**src/rtl/alu_pipe_if.sv**
```systemverilog
// Handshaked operand/result bundle for alu_pipe: valid/ready operand port,
// valid/ready result port with flags, and the sticky-overflow controls.
interface alu_pipe_if #(
  parameter int WIDTH = 8
);
  logic             in_valid;
  logic             in_ready;
  logic [WIDTH-1:0] a;
  logic [WIDTH-1:0] b;
  logic [3:0]       op;

  logic             out_valid;
  logic             out_ready;
  logic [WIDTH-1:0] res;
  logic             car;
  logic             of;
  logic             zero;
  logic             neg;
  logic             err;

  logic             clr_sticky;
  logic             sticky_of;

  // Front end / display side: offers operands, takes results.
  modport master (
    output in_valid, a, b, op, out_ready, clr_sticky,
    input  in_ready, out_valid, res, car, of, zero, neg, err, sticky_of
  );

  // ALU side.
  modport slave (
    input  in_valid, a, b, op, out_ready, clr_sticky,
    output in_ready, out_valid, res, car, of, zero, neg, err, sticky_of
  );
endinterface

```
**src/rtl/alu_pipe.sv**
```systemverilog
// Handshaked ALU: eight single-cycle ops plus an iterative unsigned shift-add
// multiply, with a held result register and a sticky overflow flag.
module alu_pipe #(
  parameter int WIDTH = 8,
  parameter int CNTW  = $clog2(WIDTH) + 1
) (
  input logic       clk,
  input logic       rst_n,
  alu_pipe_if.slave bus
);

  localparam logic [3:0] OP_ADD  = 4'd0;
  localparam logic [3:0] OP_SUB  = 4'd1;
  localparam logic [3:0] OP_NOT  = 4'd2;
  localparam logic [3:0] OP_AND  = 4'd3;
  localparam logic [3:0] OP_OR   = 4'd4;
  localparam logic [3:0] OP_XOR  = 4'd5;
  localparam logic [3:0] OP_SLT  = 4'd6;
  localparam logic [3:0] OP_EQ   = 4'd7;
  localparam logic [3:0] OP_MULU = 4'd8;

  localparam logic [0:0] S_IDLE = 1'b0;
  localparam logic [0:0] S_MUL  = 1'b1;

  logic [0:0]         state;

  logic [2*WIDTH-1:0] mcand;
  logic [2*WIDTH-1:0] acc;
  logic [2*WIDTH-1:0] acc_nxt;
  logic [WIDTH-1:0]   mplier;
  logic [CNTW-1:0]    cnt;

  logic               out_valid_q;
  logic [WIDTH-1:0]   res_q;
  logic               car_q;
  logic               of_q;
  logic               zero_q;
  logic               neg_q;
  logic               err_q;
  logic               sticky_q;

  logic               accept;
  logic               deliver;
  logic               start_mul;
  logic               mul_done;
  logic               load;

  logic [WIDTH:0]     sum;
  logic [WIDTH:0]     diff;
  logic               slt;

  logic [WIDTH-1:0]   sc_res;
  logic               sc_car;
  logic               sc_of;
  logic               sc_err;

  logic [WIDTH-1:0]   nxt_res;
  logic               nxt_car;
  logic               nxt_of;
  logic               nxt_err;

  // Ready only looks at our own state, never at in_valid, so no comb loop
  // can form through the producer.
  assign bus.in_ready = (state == S_IDLE) && (!out_valid_q || bus.out_ready);

  assign accept    = bus.in_valid && bus.in_ready;
  assign deliver   = out_valid_q && bus.out_ready;
  assign start_mul = accept && (bus.op == OP_MULU);
  assign mul_done  = (state == S_MUL) && (cnt == CNTW'(WIDTH - 1));
  assign load      = mul_done || (accept && !start_mul);

  assign acc_nxt = acc + (mplier[0] ? mcand : '0);

  assign sum  = {1'b0, bus.a} + {1'b0, bus.b};
  assign diff = {1'b0, bus.a} + {1'b0, ~bus.b} + (WIDTH+1)'(1);
  assign slt  = $signed(bus.a) < $signed(bus.b);

  always_comb begin
    // NOTE: every output of this block gets a default first so that no op
    // code path can leave one unassigned and infer a latch.
    sc_res = '0;
    sc_car = 1'b0;
    sc_of  = 1'b0;
    sc_err = 1'b0;
    case (bus.op)
      OP_ADD: begin
        sc_res = sum[WIDTH-1:0];
        sc_car = sum[WIDTH];
        sc_of  = (bus.a[WIDTH-1] == bus.b[WIDTH-1]) &&
                 (sum[WIDTH-1] != bus.a[WIDTH-1]);
      end
      OP_SUB: begin
        sc_res = diff[WIDTH-1:0];
        sc_car = diff[WIDTH];
        sc_of  = (bus.a[WIDTH-1] != bus.b[WIDTH-1]) &&
                 (diff[WIDTH-1] != bus.a[WIDTH-1]);
      end
      OP_NOT:  sc_res = ~bus.a;
      OP_AND:  sc_res = bus.a & bus.b;
      OP_OR:   sc_res = bus.a | bus.b;
      OP_XOR:  sc_res = bus.a ^ bus.b;
      OP_SLT:  sc_res = {{(WIDTH-1){1'b0}}, slt};
      OP_EQ:   sc_res = {{(WIDTH-1){1'b0}}, (bus.a == bus.b)};
      OP_MULU: sc_res = '0;
      default: sc_err = 1'b1;
    endcase
  end

  // A finishing multiply and a single-cycle accept are mutually exclusive:
  // in_ready is low for the whole of S_MUL.
  assign nxt_res = mul_done ? acc_nxt[WIDTH-1:0] : sc_res;
  assign nxt_of  = mul_done ? |acc_nxt[2*WIDTH-1:WIDTH] : sc_of;
  assign nxt_car = mul_done ? 1'b0 : sc_car;
  assign nxt_err = mul_done ? 1'b0 : sc_err;

  always_ff @(posedge clk or negedge rst_n) begin
    // NOTE: multiplier datapath and counter are reset along with the FSM so
    // an aborted multiply leaves nothing behind to complete later.
    if (!rst_n) begin
      state  <= S_IDLE;
      mcand  <= '0;
      acc    <= '0;
      mplier <= '0;
      cnt    <= '0;
    end else begin
      // NOTE: non-blocking assignments throughout sequential logic so every
      // register samples the pre-edge values of its neighbours.
      case (state)
        S_IDLE: begin
          if (start_mul) begin
            state  <= S_MUL;
            mcand  <= {{WIDTH{1'b0}}, bus.a};
            mplier <= bus.b;
            acc    <= '0;
            cnt    <= '0;
          end
        end
        S_MUL: begin
          acc    <= acc_nxt;
          mcand  <= mcand << 1;
          mplier <= mplier >> 1;
          cnt    <= cnt + CNTW'(1);
          if (mul_done) state <= S_IDLE;
        end
        default: state <= S_IDLE;
      endcase
    end
  end

  always_ff @(posedge clk or negedge rst_n) begin
    if (!rst_n) begin
      out_valid_q <= 1'b0;
      res_q       <= '0;
      car_q       <= 1'b0;
      of_q        <= 1'b0;
      zero_q      <= 1'b0;
      neg_q       <= 1'b0;
      err_q       <= 1'b0;
    end else if (load) begin
      out_valid_q <= 1'b1;
      res_q       <= nxt_res;
      car_q       <= nxt_car;
      of_q        <= nxt_of;
      zero_q      <= (nxt_res == '0);
      neg_q       <= nxt_res[WIDTH-1];
      err_q       <= nxt_err;
    end else if (deliver) begin
      out_valid_q <= 1'b0;
    end
  end

  // Setting wins over a same-edge clear so no overflow event is ever lost.
  always_ff @(posedge clk or negedge rst_n) begin
    if (!rst_n) begin
      sticky_q <= 1'b0;
    end else if (load && nxt_of) begin
      sticky_q <= 1'b1;
    end else if (bus.clr_sticky) begin
      sticky_q <= 1'b0;
    end
  end

  assign bus.out_valid = out_valid_q;
  assign bus.res       = res_q;
  assign bus.car       = car_q;
  assign bus.of        = of_q;
  assign bus.zero      = zero_q;
  assign bus.neg       = neg_q;
  assign bus.err       = err_q;
  assign bus.sticky_of = sticky_q;

endmodule

```
**src/flat_wrapper.sv**
```systemverilog
// flat-port wrapper written by rule: the top's interface ports become plain ports
module alu_pipe_flat 
#(
  parameter int WIDTH = 8,
  parameter int CNTW  = $clog2(WIDTH) + 1
)
  (clk, rst_n, bus_in_valid, bus_a, bus_b, bus_op, bus_out_ready, bus_clr_sticky, bus_in_ready, bus_out_valid, bus_res, bus_car, bus_of, bus_zero, bus_neg, bus_err, bus_sticky_of);
  alu_pipe_if #(.WIDTH(WIDTH)) bus_i ();
  input logic clk;
  input logic rst_n;
  input wire logic [$bits(bus_i.in_valid)-1:0] bus_in_valid;
  input wire logic [$bits(bus_i.a)-1:0] bus_a;
  input wire logic [$bits(bus_i.b)-1:0] bus_b;
  input wire logic [$bits(bus_i.op)-1:0] bus_op;
  input wire logic [$bits(bus_i.out_ready)-1:0] bus_out_ready;
  input wire logic [$bits(bus_i.clr_sticky)-1:0] bus_clr_sticky;
  output wire logic [$bits(bus_i.in_ready)-1:0] bus_in_ready;
  output wire logic [$bits(bus_i.out_valid)-1:0] bus_out_valid;
  output wire logic [$bits(bus_i.res)-1:0] bus_res;
  output wire logic [$bits(bus_i.car)-1:0] bus_car;
  output wire logic [$bits(bus_i.of)-1:0] bus_of;
  output wire logic [$bits(bus_i.zero)-1:0] bus_zero;
  output wire logic [$bits(bus_i.neg)-1:0] bus_neg;
  output wire logic [$bits(bus_i.err)-1:0] bus_err;
  output wire logic [$bits(bus_i.sticky_of)-1:0] bus_sticky_of;
  assign bus_i.in_valid = bus_in_valid;
  assign bus_i.a = bus_a;
  assign bus_i.b = bus_b;
  assign bus_i.op = bus_op;
  assign bus_i.out_ready = bus_out_ready;
  assign bus_i.clr_sticky = bus_clr_sticky;
  assign bus_in_ready = bus_i.in_ready;
  assign bus_out_valid = bus_i.out_valid;
  assign bus_res = bus_i.res;
  assign bus_car = bus_i.car;
  assign bus_of = bus_i.of;
  assign bus_zero = bus_i.zero;
  assign bus_neg = bus_i.neg;
  assign bus_err = bus_i.err;
  assign bus_sticky_of = bus_i.sticky_of;
  alu_pipe #(.WIDTH(WIDTH), .CNTW(CNTW)) u_core (.clk(clk), .rst_n(rst_n), .bus(bus_i));
endmodule
```
**config.mk**
```make
export PLATFORM = sky130hd
export DESIGN_NAME = alu_pipe_flat
export DESIGN_NICKNAME = d
export VERILOG_FILES = /design/src/rtl/alu_pipe_if.sv /design/src/rtl/alu_pipe.sv /design/src/flat_wrapper.sv
export SDC_FILE = /design/constraint.sdc
export NUM_CORES = 1
export LEC_CHECK = 0
export CAP_MARGIN = 20
export CORE_ASPECT_RATIO = 0.7
export CORE_MARGIN = 2
export CORE_UTILIZATION = 64
export CTS_CLUSTER_SIZE = 40
export DETAILED_ROUTE_END_ITERATION = 12
export PLACE_DENSITY = 0.87
export SLEW_MARGIN = 20
export SYNTH_ARGS = -nofsm -noshare
export SYNTH_HDL_FRONTEND = slang
export SYNTH_SLANG_ARGS = --single-unit
```
**constraint.sdc**
```tcl
create_clock -name clk -period 5 [get_ports clk]
set_clock_uncertainty 0.1 [all_clocks]
set_input_delay 0.75 -clock clk [delete_from_list [all_inputs] [get_ports clk]]
set_output_delay 0.75 -clock clk [all_outputs]
set_load 0.02 [all_outputs]
```
# Word-level counts from Yosys, hierarchy flattened
# Cells that the tools add are included.
[classes]
n_bitwise = 6
n_eq_ne = 15
n_mux = 24
magnitude_cmp = 1
add_sub_neg = 5
reduce_logical = 19
[op_table]
columns = ["op", "count"]
rows = [
  ["case mux 16 bit (2 select lines)", 2],
  ["case mux 8 bit (8 select lines)", 1],
  ["2-to-1 mux 16 bit", 3],
  ["equality test 4 x 3 -> 1 bit, second input constant", 5],
  ["adder 8 x 8 -> 9 bit", 2],
  ["adder 16 bit", 1],
  ["2-to-1 mux 8 bit", 2],
  ["NOT 8 bit", 2],
  ["case mux 8 bit (2 select lines)", 1],
  ["2-to-1 mux 1 bit", 10],
  ["adder 9 x 1 -> 9 bit, second input constant", 1],
  ["logical AND 1 bit", 9],
  ["OR reduction 9 bit", 1],
  ["AND 8 bit", 1],
  ["equality test 4 x 2 -> 1 bit, second input constant", 2],
  ["equality test 8 bit", 1],
  ["logical NOT 8 bit", 1],
  ["< comparator 8 bit", 1],
  ["OR 8 bit", 1],
  ["case mux 4 bit (2 select lines)", 1],
  ["OR reduction 8 bit", 1],
  ["bitwise XOR 8 bit", 1],
  ["case mux 1 bit (2 select lines)", 3],
  ["adder 4 x 1 -> 4 bit, second input constant", 1],
  ["11 further kinds", 16],
]
[totals]
register_bits = 60
elab_cells = 83

# Longest topological paths before layout
# Gate-level depths: netlist of the first run.
[depth]
ltp_word = 10
ltp_mapped = 11
mapped_depth_nobuf = 11

# Least setup slack after synthesis of the first run
# No wires, ideal clock.
[synth_timing]
kind = "reg2reg"
start = "reg u_core.mplier[0]"
end = "reg u_core.sticky_q, in the netlist u_core.bus.sticky_of"
period_less_slack_ns = 2.822
setup_time_ns = 0.138
arrival_ns = 2.584
required_time_ns = 4.762
stages_incl_launch_ff = 12
path_slack_ns = 2.178
path_cell_list = "dfrtp_1 > clkbuf_1 > and2_1 > ha_1 > fa_1 > a21oi_1 > o21ai_0 > a211oi_2 > xor2_1 > o2111ai_1 > o31ai_1 > nand4b_1"
[synth_via]
elab_chain_cells = 6
word_cells_on_any_way = 7
cone_classes = "1 x add/sub; 3 x mux; 3 x reduce/logical"
[synth_lines]
columns = ["item", "line", "rtl"]
rows = [
  ["start: declaration", "alu_pipe.sv:30", "logic [WIDTH-1:0] mplier;"],
  ["start signal: assignment", "alu_pipe.sv:133", "mplier <= bus.b;"],
  ["start signal: assignment", "alu_pipe.sv:141", "mplier <= mplier >> 1;"],
  ["2-to-1 mux 16 bit *", "alu_pipe.sv:72", "assign acc_nxt = acc + (mplier[0] ? mcand : '0);"],
  ["adder 16 bit *", "alu_pipe.sv:72", ""],
  ["OR reduction 8 bit *", "alu_pipe.sv:112", "assign nxt_of = mul_done ? |acc_nxt[2*WIDTH-1:WIDTH] : sc_of;"],
  ["2-to-1 mux 1 bit *", "alu_pipe.sv:112", ""],
  ["logical AND 1 bit *", "alu_pipe.sv:176", "end else if (load && nxt_of) begin"],
  ["2-to-1 mux 1 bit / nonzero test 2 bit (equally long branches)", "--", ""],
  ["end signal: assignment", "alu_pipe.sv:175", "sticky_q <= 1'b0;"],
  ["end signal: assignment", "alu_pipe.sv:177", "sticky_q <= 1'b1;"],
  ["end signal: assignment", "alu_pipe.sv:179", "sticky_q <= 1'b0;"],
  ["end: declaration", "alu_pipe.sv:40", "logic sticky_q;"],
]
# Every way passes the cells marked *; elsewhere a longest branch is shown, timed or not.
# A chain may end at the register's enable or synchronous reset.

# Final worst setup path of the first run
[layout_timing]
start = "reg u_core.mplier[0]"
end = "reg u_core.of_q, in the netlist u_core.bus.of"
[layout_via]
elab_chain_cells = 4
[layout_lines]
columns = ["item", "line", "rtl"]
rows = [
  ["2-to-1 mux 16 bit", "alu_pipe.sv:72", ""],
  ["adder 16 bit", "alu_pipe.sv:72", ""],
  ["OR reduction 8 bit", "alu_pipe.sv:112", ""],
  ["2-to-1 mux 1 bit", "alu_pipe.sv:112", ""],
  ["end signal: assignment", "alu_pipe.sv:163", "of_q <= nxt_of;"],
  ["end: declaration", "alu_pipe.sv:36", "logic of_q;"],
]
# No other way between the ends.

==> results of run 1 <==
-- cell families (layout without fill, tap and decap cells) --
logic type	after synthesis	after routing	synth area share (%)
compound gates	171	171	23.5
xor+xnor	15	15	2.73
fa+ha+maj	45	45	12.2
buf+inv	61	91	5.34
flops	59	59	30.7
mux	4	4	0.859
simple gates	235	235	24.6
-- Yosys cell counts (8+ instances only) --
library cell | n | share of area, %
o22ai_1 | 18 | 2.3
nand2_1 | 75 | 5.9
buf_2 | 12 | 1.3
a31oi_1 | 9 | 1.2
a21oi_1 | 28 | 2.9
nand3_1 | 10 | 1.0
xnor2_1 | 8 | 1.5
ha_1 | 42 | 11
nor2_1 | 63 | 4.9
dfrtp_1 | 59 | 31
inv_1 | 25 | 2.0
o21ai_0 | 52 | 5.4
clkbuf_1 | 18 | 1.4
and2_1 | 19 | 2.5
a211oi_1 | 8 | 1.3
nor3_1 | 11 | 1.1
-- metrics by stage --
step | std cells | cell area [um^2] | total power [uW]
finish | 718 | 5460 | 3300
global route | 718 | 5460 | 3530
CTS | 718 | 5460 | 3240
detailed placement | 702 | 5230 | 2720
global placement | 702 | 5230 | 2630
floorplan | 590 | 4800 | 2160
-- cells in the final DEF, fill, tap and decap left out, types with 11 or more instances in the layout --
cell / synthesis / final
nand2_1: 75 / 75
nor2_1: 63 / 63
dfrtp_1: 59 / 59
o21ai_0: 52 / 52
ha_1: 42 / 42
clkdlybuf4s50_1: 0 / 39
a21oi_1: 28 / 28
inv_1: 25 / 25
and2_1: 19 / 19
o22ai_1: 18 / 18
nor3_1: 11 / 11
-- worst paths after layout --
kind / from / to / slack (ns) / cells past startpoint
worst max-delay path: u_core.mplier[0] / u_core.bus.of / 1.19 / 10
worst min-delay path: u_core.bus.res[3] / u_core.bus.res[3] / 0.39 / 2
worst max register to register: u_core.mplier[0] / u_core.bus.of / 1.19 / 10
worst min register to register: u_core.bus.res[3] / u_core.bus.res[3] / 0.39 / 2
max in group asynchronous: rst_n / u_core.mcand[11] / 3.86 / 2
min in group asynchronous: rst_n / u_core.cnt[3] / 0.45 / 2
-- area by class of cell --
| class | instances | area, um^2 |
|---|---|---|
| multi-input cells | 470 | 3070 |
| flip-flops and latches | 59 | 1480 |
| well taps | 98 | 123 |
| repair buffers | 49 | 463 |
| fillers | 554 | 1830 |
| inverters | 26 | 97.6 |
| clock buffers | 10 | 138 |
| clock inverters | 6 | 88.8 |
-- worst register-to-register path, stage by stage, from the launching register on --
cell      delay [ns]
dfrtp_1         0.54
and2_1          0.22
ha_1            0.22
fa_1            0.44
a21oi_1         0.20
o21ai_0         0.30
a211oi_2        0.46
mux2i_1         0.25
o311ai_0        0.20
o21ai_0         0.57
nand4b_1        0.17
-- power by group --
part           internal, uW  switching [uW]  total, uW
clock network           294             213        508
registers               691             167        858
logic                   746            1190       1930
-- layer usage --
metal,vias up,wire length [um],global-route usage (%)
met5,-,0,0
met3,29,1830,12.6
met2,281,5860,52.9
met1,2226,6560,55.2
met4,0,206,6.67
li1,2179,-,-
-- flip-flops by register name (all words and copies together) (netlist names) --
register / flops
u_core.acc: 16
u_core.bus.car: 1
u_core.bus.err: 1
u_core.bus.neg: 1
u_core.bus.of: 1
u_core.bus.out_valid: 1
u_core.bus.res: 7
u_core.bus.sticky_of: 1
u_core.bus.zero: 1
u_core.cnt: 4
u_core.mcand: 16
u_core.mplier: 8
u_core.state: 1
==> results.txt, run 1 <==
Tcrit/Tclk final - 76.3%
Power Density - 605 nW/um^2
Worst Tran Pin Value - 0.790 ns
TNS Setup - 0 ns
# IOs - 41
CTS resizes - 0
Cell Area, Synth - 4800 um^2
Final Util - 74.9%
WP data required - 5.09 ns
Synth Register Bits - 59
Worst-path fanout max - 17
TritonCTS clock tree - built
Final Wtd Congestion - 1.00
Fmax - 262 MHz
RSZ-0062 raised after global routing - false
Overflow after GRT - 0
Worst setup SP type - register
Clk sinks - 59
Number of synthesized flops with an enable pin - 0
CORE AREA - 7290 um^2
Vias in the first global route - 4480
Average size of a mapped cell - 8.14 um^2
Routed Antenna Nets - 0
Outcome - finished, final reports clean
Post-synth cell types - 77
CTS Buffer Depth - 2
PortBufs - 40
Die Width - 108 um
Crit-path leading delay family - compound AO/OA/AOI/OAI gates
Min Hold Slack - 0.392 ns
Crit-path cells - and2_1 -> ha_1 -> fa_1 -> a21oi_1 -> o21ai_0 -> a211oi_2 -> mux2i_1 -> o311ai_0 -> o21ai_0 -> nand4b_1
Die Y - 76.5 um
Ys async rst share - 100%
Post-CTS Setup Bufs - 0
Vias/cell - 6.57
Buf+Inv Stages, Crit Path - 0
Ys Warns - 0
Slew Viols, Final - 0
Via count - 4715
TritonCTS buffer count - 9
Nets - 685
H-tree depth - 3
Antenna cells - 0
Crit-path max cell delay - 0.57 ns
WP data arrival - 3.91 ns
Fin worst setup slack - 1.19 ns
Global-route wire length before repair - 23900 um
Initial antenna violation count - 0
Maximum vdd drop - 0.464 mV
FP Rows - 26
Most used flip-flop cell after synthesis - dfrtp_1
Slew HR - 46.8%
Max Cap Viol - 0
Setup crit end kind - register
Hold bufs inserted after CTS - 0
Post-DP HPWL - 10800 um
Clock Pin Slew Worst Setup and Hold Paths - 0.07 ns
DRT Pass-1 Iters - 5
Slowest CP cell - o21ai_0
Syn_nets - 660
Static Leak - 0.00240 uW
CTS root buf - clkbuf_8
Fin. Hold Viols - 0
Post-synthesis sequential area ratio - 30.7%
Initial Util - 65.9%
Total Wirelength - 14500 um
Crit Path Category - reg -> reg
Synthesized netlist cell count - 590
Worst min-delay path class - reg -> reg
Gr usage total - 37.1%
Avg WL per Cell - 20.1 um
Pin count of the biggest net entering global routing - 60
Post-placement setup slack - 1.28 ns
Die area - 8230 um^2
Drt initial violations - 509
Layout area overhead - 13.6%
Share of cells above drive strength 1 - 6.61%
DRC - 0
Fin crit period - 3.81 ns
Final setup viols - 0
Worst skew pair latency - 0.34 ns
Most Frequent Cell on Critical Path - o21ai_0
No activity file was read; power rests on OpenSTA's default activity.
==> inputs of run 2 (changes only) <==
--- a/config.mk
+++ b/config.mk
@@ -8,10 +8,10 @@
 export CAP_MARGIN = 20
 export CORE_ASPECT_RATIO = 0.7
 export CORE_MARGIN = 2
-export CORE_UTILIZATION = 64
+export CORE_UTILIZATION = 59
 export CTS_CLUSTER_SIZE = 40
 export DETAILED_ROUTE_END_ITERATION = 12
-export PLACE_DENSITY = 0.87
+export PLACE_DENSITY = 0.81
 export SLEW_MARGIN = 20
 export SYNTH_ARGS = -nofsm -noshare
 export SYNTH_HDL_FRONTEND = slang
==> constraint.sdc (replaced) <==
create_clock -name clk -period 3.9 [get_ports clk]
set_clock_uncertainty 0.1 [all_clocks]
set_input_delay 0.585 -clock clk [delete_from_list [all_inputs] [get_ports clk]]
set_output_delay 0.585 -clock clk [all_outputs]
set_load 0.02 [all_outputs]
==> run 2 against run 1 <==
Compared with the run above: sequential power increased by 28%; via count decreased by 0.51%; clock power increased by 56%; fmax increased by 10%; core utilization decreased by 4.3 points; non-clock buffer count increased by 3; largest power group unchanged.
==> results.txt, run 2 (synthesized netlist as in run 1, its figures left out) <==
Initial Util - 61.0% (was 65.9%)
# IOs - 41 (unchanged)
Routed Antenna Nets - 0 (unchanged)
Tcrit/Tclk final - 88.5% (was 76.3%)
Slowest CP cell - dfrtp_1 (was o21ai_0)
PortBufs - 40 (unchanged)
FP Rows - 27 (was 26)
CTS Buffer Depth - 2 (unchanged)
Nets - 688 (was 685)
Total Wirelength - 14000 um (was 14500 um)
Outcome - finished, final reports clean (unchanged)
Worst skew pair latency - 0.34 ns (about the same)
TritonCTS clock tree - built (unchanged)
Gr usage total - 33.1% (was 37.1%)
Vias in the first global route - 4217 (was 4480)
Most Frequent Cell on Critical Path - o21ai_0 (unchanged)
WP data arrival - 3.55 ns (was 3.91 ns)
Slew HR - 43.9% (was 46.8%)
Worst setup SP type - register (unchanged)
Final setup viols - 0 (unchanged)
Clock Pin Slew Worst Setup and Hold Paths - 0.05 ns (was 0.07 ns)
Clk sinks - 59 (unchanged)
Static Leak - 0.00246 uW (was 0.00240 uW)
Filler cells - 634 (was 554)
Maximum vdd drop - 0.537 mV (was 0.464 mV)
RSZ-0062 raised after global routing - false (unchanged)
Worst min-delay path class - in -> async (was reg -> reg)
Crit-path max cell delay - 0.52 ns (was 0.57 ns)
Fmax - 290 MHz (was 262 MHz)
Die Width - 112 um (was 108 um)
Post-CTS Setup Bufs - 0 (unchanged)
Most common library cell in the layout ignoring fill and taps - nand2_1 (unchanged)
Max Cap Viol - 0 (unchanged)
DRC - 0 (unchanged)
Global-route wire length before repair - 22700 um (was 23900 um)
Crit-path cells - and2_1 -> ha_1 -> fa_1 -> a21oi_1 -> o21ai_0 -> a211oi_2 -> mux2i_1 -> o311ai_0 -> o21ai_0 -> nand4b_1 (unchanged)
Fin. Hold Viols - 0 (unchanged)
Fin crit period - 3.45 ns (was 3.81 ns)
Post-DP HPWL - 10600 um (was 10800 um)
Antenna cells - 0 (unchanged)
Overflow after GRT - 0 (unchanged)
Via count - 4691 (was 4715)
DRT Pass-1 Iters - 5 (unchanged)
Final non-filler cell total - 724 (was 718)
Share of cells above drive strength 1 - 6.90% (was 6.61%)
CTS root buf - clkbuf_16 (was clkbuf_8)
WP data required - 3.99 ns (was 5.09 ns)
Avg WL per Cell - 19.3 um (was 20.1 um)
H-tree depth - 3 (unchanged)
Worst-path fanout max - 17 (unchanged)
Most frequent cells in the layout - nand2_1, nor2_1, dfrtp_1 (unchanged)
CORE AREA - 7870 um^2 (was 7290 um^2)
Layout area overhead - 15.6% (was 13.6%)
TNS Setup - 0 ns (unchanged)
Worst Tran Pin Value - 0.830 ns (was 0.790 ns)
Power Density - 774 nW/um^2 (was 605 nW/um^2)
Crit Path Category - reg -> reg (unchanged)
Hold bufs inserted after CTS - 0 (unchanged)
Placed insts - 708 (was 702)
Initial antenna violation count - 0 (unchanged)
Pin count of the biggest net entering global routing - 47 (was 60)
Vias/cell - 6.48 (was 6.57)
TritonCTS buffer count - 9 (unchanged)
Die Y - 79.5 um (was 76.5 um)
Top Registers - u_core.acc (16), u_core.mcand (16), u_core.mplier (8) (unchanged)
Final Wtd Congestion - 0.966 (was 1.00)
CTS resizes - 0 (unchanged)
Slew Viols, Final - 0 (unchanged)
Die area - 8890 um^2 (was 8230 um^2)
Setup crit end kind - register (unchanged)
Drt initial violations - 521 (was 509)
-- run 2: per-layer routing --
layer,vias to the layer above,routed length [um],GRT usage (%)
met4,0,251,9.75
met5,-,0,0
met3,24,1600,9.34
met1,2205,6640,50.6
li1,2186,-,-
met2,276,5460,44.6
-- run 2: critical path, delay by kind of cell (launching register included) --
family,cells,cell delay [ns]
compound gates,5,1.46
fa+ha+maj,2,0.61
flops,1,0.52
simple gates,2,0.39
mux,1,0.23
-- run 2: through the flow --
| step | area (um^2) | hold WS, ns | setup slack, ns | total power [uW] | util, % |
|---|---|---|---|---|---|
| floorplan | 4800 | 0.189 | 1.08 | 2770 | - |
| global placement | 5260 | 0.364 | 0.298 | 3380 | 66.8 |
| detailed placement | 5260 | 0.378 | 0.247 | 3440 | 66.8 |
| CTS | 5550 | 0.371 | 0.505 | 4260 | 70.5 |
| global route | 5560 | 0.203 | 0.244 | 4610 | 70.6 |
| finish | 5560 | 0.150 | 0.447 | 4300 | 70.6 |
-- run 2: power breakdown --
part	leakage (uW)	switching, uW	total, uW	internal, uW
Sequential	0.000724	210	1100	888
Clock	0.000145	286	793	508
Combinational	0.00159	1460	2410	949
-- run 2: cell type report --
cell class / count / area (um^2) / share of cell area (%)
Clock buffer: 11 / 243 / 4.37
Clock inverter: 5 / 52.6 / 0.946
Inverter: 26 / 97.6 / 1.76
Multi-Input combinational cell: 470 / 3070 / 55.3
Sequential cell: 59 / 1480 / 26.6
Tap cell: 101 / 126 / 2.27
Timing Repair Buffer: 52 / 488 / 8.78
-- run 2: worst paths after layout --
| path | slack [ns] | to | cells after the start | startpoint |
|---|---|---|---|---|
| hold / removal | 0.15 | u_core.bus.res[4] | 1 | rst_n |
| hold reg to reg | 0.39 | u_core.bus.res[3] | 2 | u_core.bus.res[3] |
| max in group asynchronous | 2.90 | u_core.mcand[8] | 2 | rst_n |
| setup reg to reg | 0.45 | u_core.bus.of | 10 | u_core.mplier[0] |
| min in group clk | 0.39 | u_core.bus.res[3] | 2 | u_core.bus.res[3] |
| setup / recovery | 0.45 | u_core.bus.of | 10 | u_core.mplier[0] |
==> inputs of run 3 (changes only) <==
--- a/config.mk
+++ b/config.mk
@@ -5,13 +5,14 @@
 export SDC_FILE = /design/constraint.sdc
 export NUM_CORES = 1
 export LEC_CHECK = 0
+export ABC_CLOCK_PERIOD_IN_PS = 3900
 export CAP_MARGIN = 20
 export CORE_ASPECT_RATIO = 0.7
 export CORE_MARGIN = 2
 export CORE_UTILIZATION = 59
 export CTS_CLUSTER_SIZE = 40
 export DETAILED_ROUTE_END_ITERATION = 12
-export PLACE_DENSITY = 0.81
+export PLACE_DENSITY = 0.82
 export SLEW_MARGIN = 20
 export SYNTH_ARGS = -nofsm -noshare
 export SYNTH_HDL_FRONTEND = slang
==> run 3 against run 2 <==
Compared with the run above: combinational power increased by 2%; clock power rose by 0.5%; non-clock buffer count is 4 higher; sequential cell count stayed put; via count grew 0.43%; critical endpoint unchanged; largest power group unchanged.
==> results.txt, run 3 (synthesized netlist as in run 1, its figures left out) <==
DRC - 0 (unchanged)
Die Width - 112 um (unchanged)
P_sw - 1990 uW (was 1960 uW)
TritonCTS buffer count - 9 (unchanged)
Tcrit/Tclk final - 87.4% (was 88.5%)
Share of cells above drive strength 1 - 7.66% (was 6.90%)
Layout area overhead - 16.4% (was 15.6%)
Vias/cell - 6.47 (was 6.48)
Crit-path cells - buf_4 -> and2_1 -> fa_1 -> a21oi_1 -> o21ai_0 -> a211oi_2 -> xor2_1 -> o2111ai_1 -> o31ai_1 -> nand4b_1 (was and2_1 -> ha_1 -> fa_1 -> a21oi_1 -> o21ai_0 -> a211oi_2 -> mux2i_1 -> o311ai_0 -> o21ai_0 -> nand4b_1)
Routed Antenna Nets - 0 (unchanged)
Internal - 2350 uW (was 2340 uW)
Outcome - finished, final reports clean (unchanged)
Antenna cells - 0 (unchanged)
Clock Pin Slew Worst Setup and Hold Paths - 0.05 ns (about the same)
Fmax - 293 MHz (was 290 MHz)
Crit-path max cell delay - 0.47 ns (was 0.52 ns)
CTS Buffer Depth - 2 (unchanged)
Slew Viols, Final - 0 (unchanged)
Crit Path Category - reg -> reg (unchanged)
Clock network fraction of design power - 18.4% (was 18.5%)
Gr usage total - 34.6% (was 33.1%)
CTS root buf - clkbuf_16 (unchanged)
Buf+Inv Stages, Crit Path - 1 (was 0)
Combinational share of power - 56.4% (was 56.0%)
Pin count of the biggest net entering global routing - 42 (was 47)
H-tree depth - 3 (unchanged)
Final Wtd Congestion - 1.01 (was 0.966)
Register-to-Register Path Depth - 10 (unchanged)
Initial antenna violation count - 0 (unchanged)
Nets - 692 (was 688)
RSZ-0062 raised after global routing - false (unchanged)
WP data required - 3.98 ns (was 3.99 ns)
CTS resizes - 0 (unchanged)
Slew HR - 38.0% (was 43.9%)
Global-route wire length before repair - 23700 um (was 22700 um)
Worst Tran Pin Value - 0.930 ns (was 0.830 ns)
Fin crit period - 3.41 ns (was 3.45 ns)
Post-CTS Setup Bufs - 0 (unchanged)
Final setup viols - 0 (unchanged)
TritonCTS clock tree - built (unchanged)
Hold bufs inserted after CTS - 0 (unchanged)
Critical Path Stages - 10 (unchanged)
Seq pwr share - 25.3% (was 25.5%)
Drt initial violations - 429 (was 521)
Overflow after GRT - 0 (unchanged)
Max Cap Viol - 0 (unchanged)
Clk sinks - 59 (unchanged)
CORE AREA - 7870 um^2 (unchanged)
# IOs - 41 (unchanged)
Setup crit end kind - register (unchanged)
Worst-path fanout max - 12 (was 17)
Worst skew pair latency - 0.33 ns (was 0.34 ns)
Via count - 4711 (was 4691)
WP data arrival - 3.49 ns (was 3.55 ns)
Fin. Hold Viols - 0 (unchanged)
Most common library cell in the layout ignoring fill and taps - nand2_1 (unchanged)
Switching Fraction - 45.8% (was 45.5%)
Initial Util - 61.0% (unchanged)
Slowest CP cell - o31ai_1 (was dfrtp_1)
FP Rows - 27 (unchanged)
Power Density - 776 nW/um^2 (was 774 nW/um^2)
Most frequent cells in the layout - nand2_1, nor2_1, dfrtp_1 (unchanged)
Placed cell area - 5290 um^2 (was 5260 um^2)
Crit-path leading delay family - compound AO/OA/AOI/OAI gates (unchanged)
Maximum vdd drop - 0.524 mV (was 0.537 mV)
PortBufs - 40 (unchanged)
Die area - 8890 um^2 (unchanged)
TNS Setup - 0 ns (unchanged)
Vias in the first global route - 4431 (was 4217)
Avg WL per Cell - 19.8 um (was 19.3 um)
Worst min-delay path class - in -> async (unchanged)
Worst setup SP type - register (unchanged)
Die Y - 79.5 um (unchanged)
Final instance area - 5590 um^2 (was 5560 um^2)
Post-DP HPWL - 11200 um (was 10600 um)
Total Wirelength - 14400 um (was 14000 um)
Static Leak - 0.00248 uW (was 0.00246 uW)
DRT Pass-1 Iters - 5 (unchanged)
Top Registers - u_core.acc (16), u_core.mcand (16), u_core.mplier (8) (unchanged)
-- run 3: changes by cell type in the layout (fill, tap and decap cells not counted) --
| cell | delta |
|---|---|
| buf_4 | +3 |
| clkinv_4 | +2 |
| buf_2 | +1 |
| clkbuf_1 | -1 |
| clkinv_2 | -1 |
-- run 3: worst paths after layout --
path	from	to	slack, ns
min in group clk	u_core.bus.res[6]	u_core.bus.res[6]	0.38
setup reg to reg	u_core.mplier[0]	u_core.bus.of	0.49
hold reg to reg	u_core.bus.res[6]	u_core.bus.res[6]	0.38
max in group asynchronous	rst_n	u_core.mcand[14]	2.60
hold / removal	rst_n	u_core.bus.res[3]	0.30
setup / recovery	u_core.mplier[0]	u_core.bus.of	0.49
-- run 3: layout make-up --
class,instances,area [um^2]
Clock inverter,6,65.1
Clock buffer,10,239
Timing Repair Buffer,56,515
Inverter,26,97.6
Sequential cell,59,1480
Fill cell,607,2280
Tap cell,101,126
Multi-Input combinational cell,470,3070
-- run 3: per-layer routing --
layer,GRT usage [%],up-vias,routed length (um)
li1,-,2197,-
met1,51.6,2272,7010
met2,49.5,221,5840
met3,10.2,21,1430
met4,7.78,0,165
met5,0,-,0
-- run 3: worst register-to-register path, cell delays in order, from the launching register on --
cell and delay (ns):
dfrtp_1 0.42, buf_4 0.19, and2_1 0.20, fa_1 0.45
a21oi_1 0.20, o21ai_0 0.28, a211oi_2 0.39, xor2_1 0.26
o2111ai_1 0.14, o31ai_1 0.47, nand4b_1 0.16
-- run 3: power groups by stage --
stage          combinational [uW]  sequential (uW)  clock, uW
2_1_floorplan                1670             1100          0
3_3_place_gp                 2330             1070          0
3_5_place_dp                 2390             1100          0
4_1_cts                      2410             1090        805
5_1_grt                      2710             1120        833
6_report                     2450             1100        797
-- run 3: metrics by stage --
step / total power (uW) / cells / hold slack [ns] / setup slack (ns) / util (%)
6_report: 4340 / 728 / 0.296 / 0.490 / 71.0
5_1_grt: 4670 / 728 / 0.344 / 0.245 / 71.0
4_1_cts: 4300 / 728 / 0.310 / 0.584 / 71.0
3_5_place_dp: 3480 / 712 / 0.372 / 0.348 / 67.2
3_3_place_gp: 3410 / 712 / 0.357 / 0.335 / 67.2
2_1_floorplan: 2770 / 590 / 0.189 / 1.08 / -
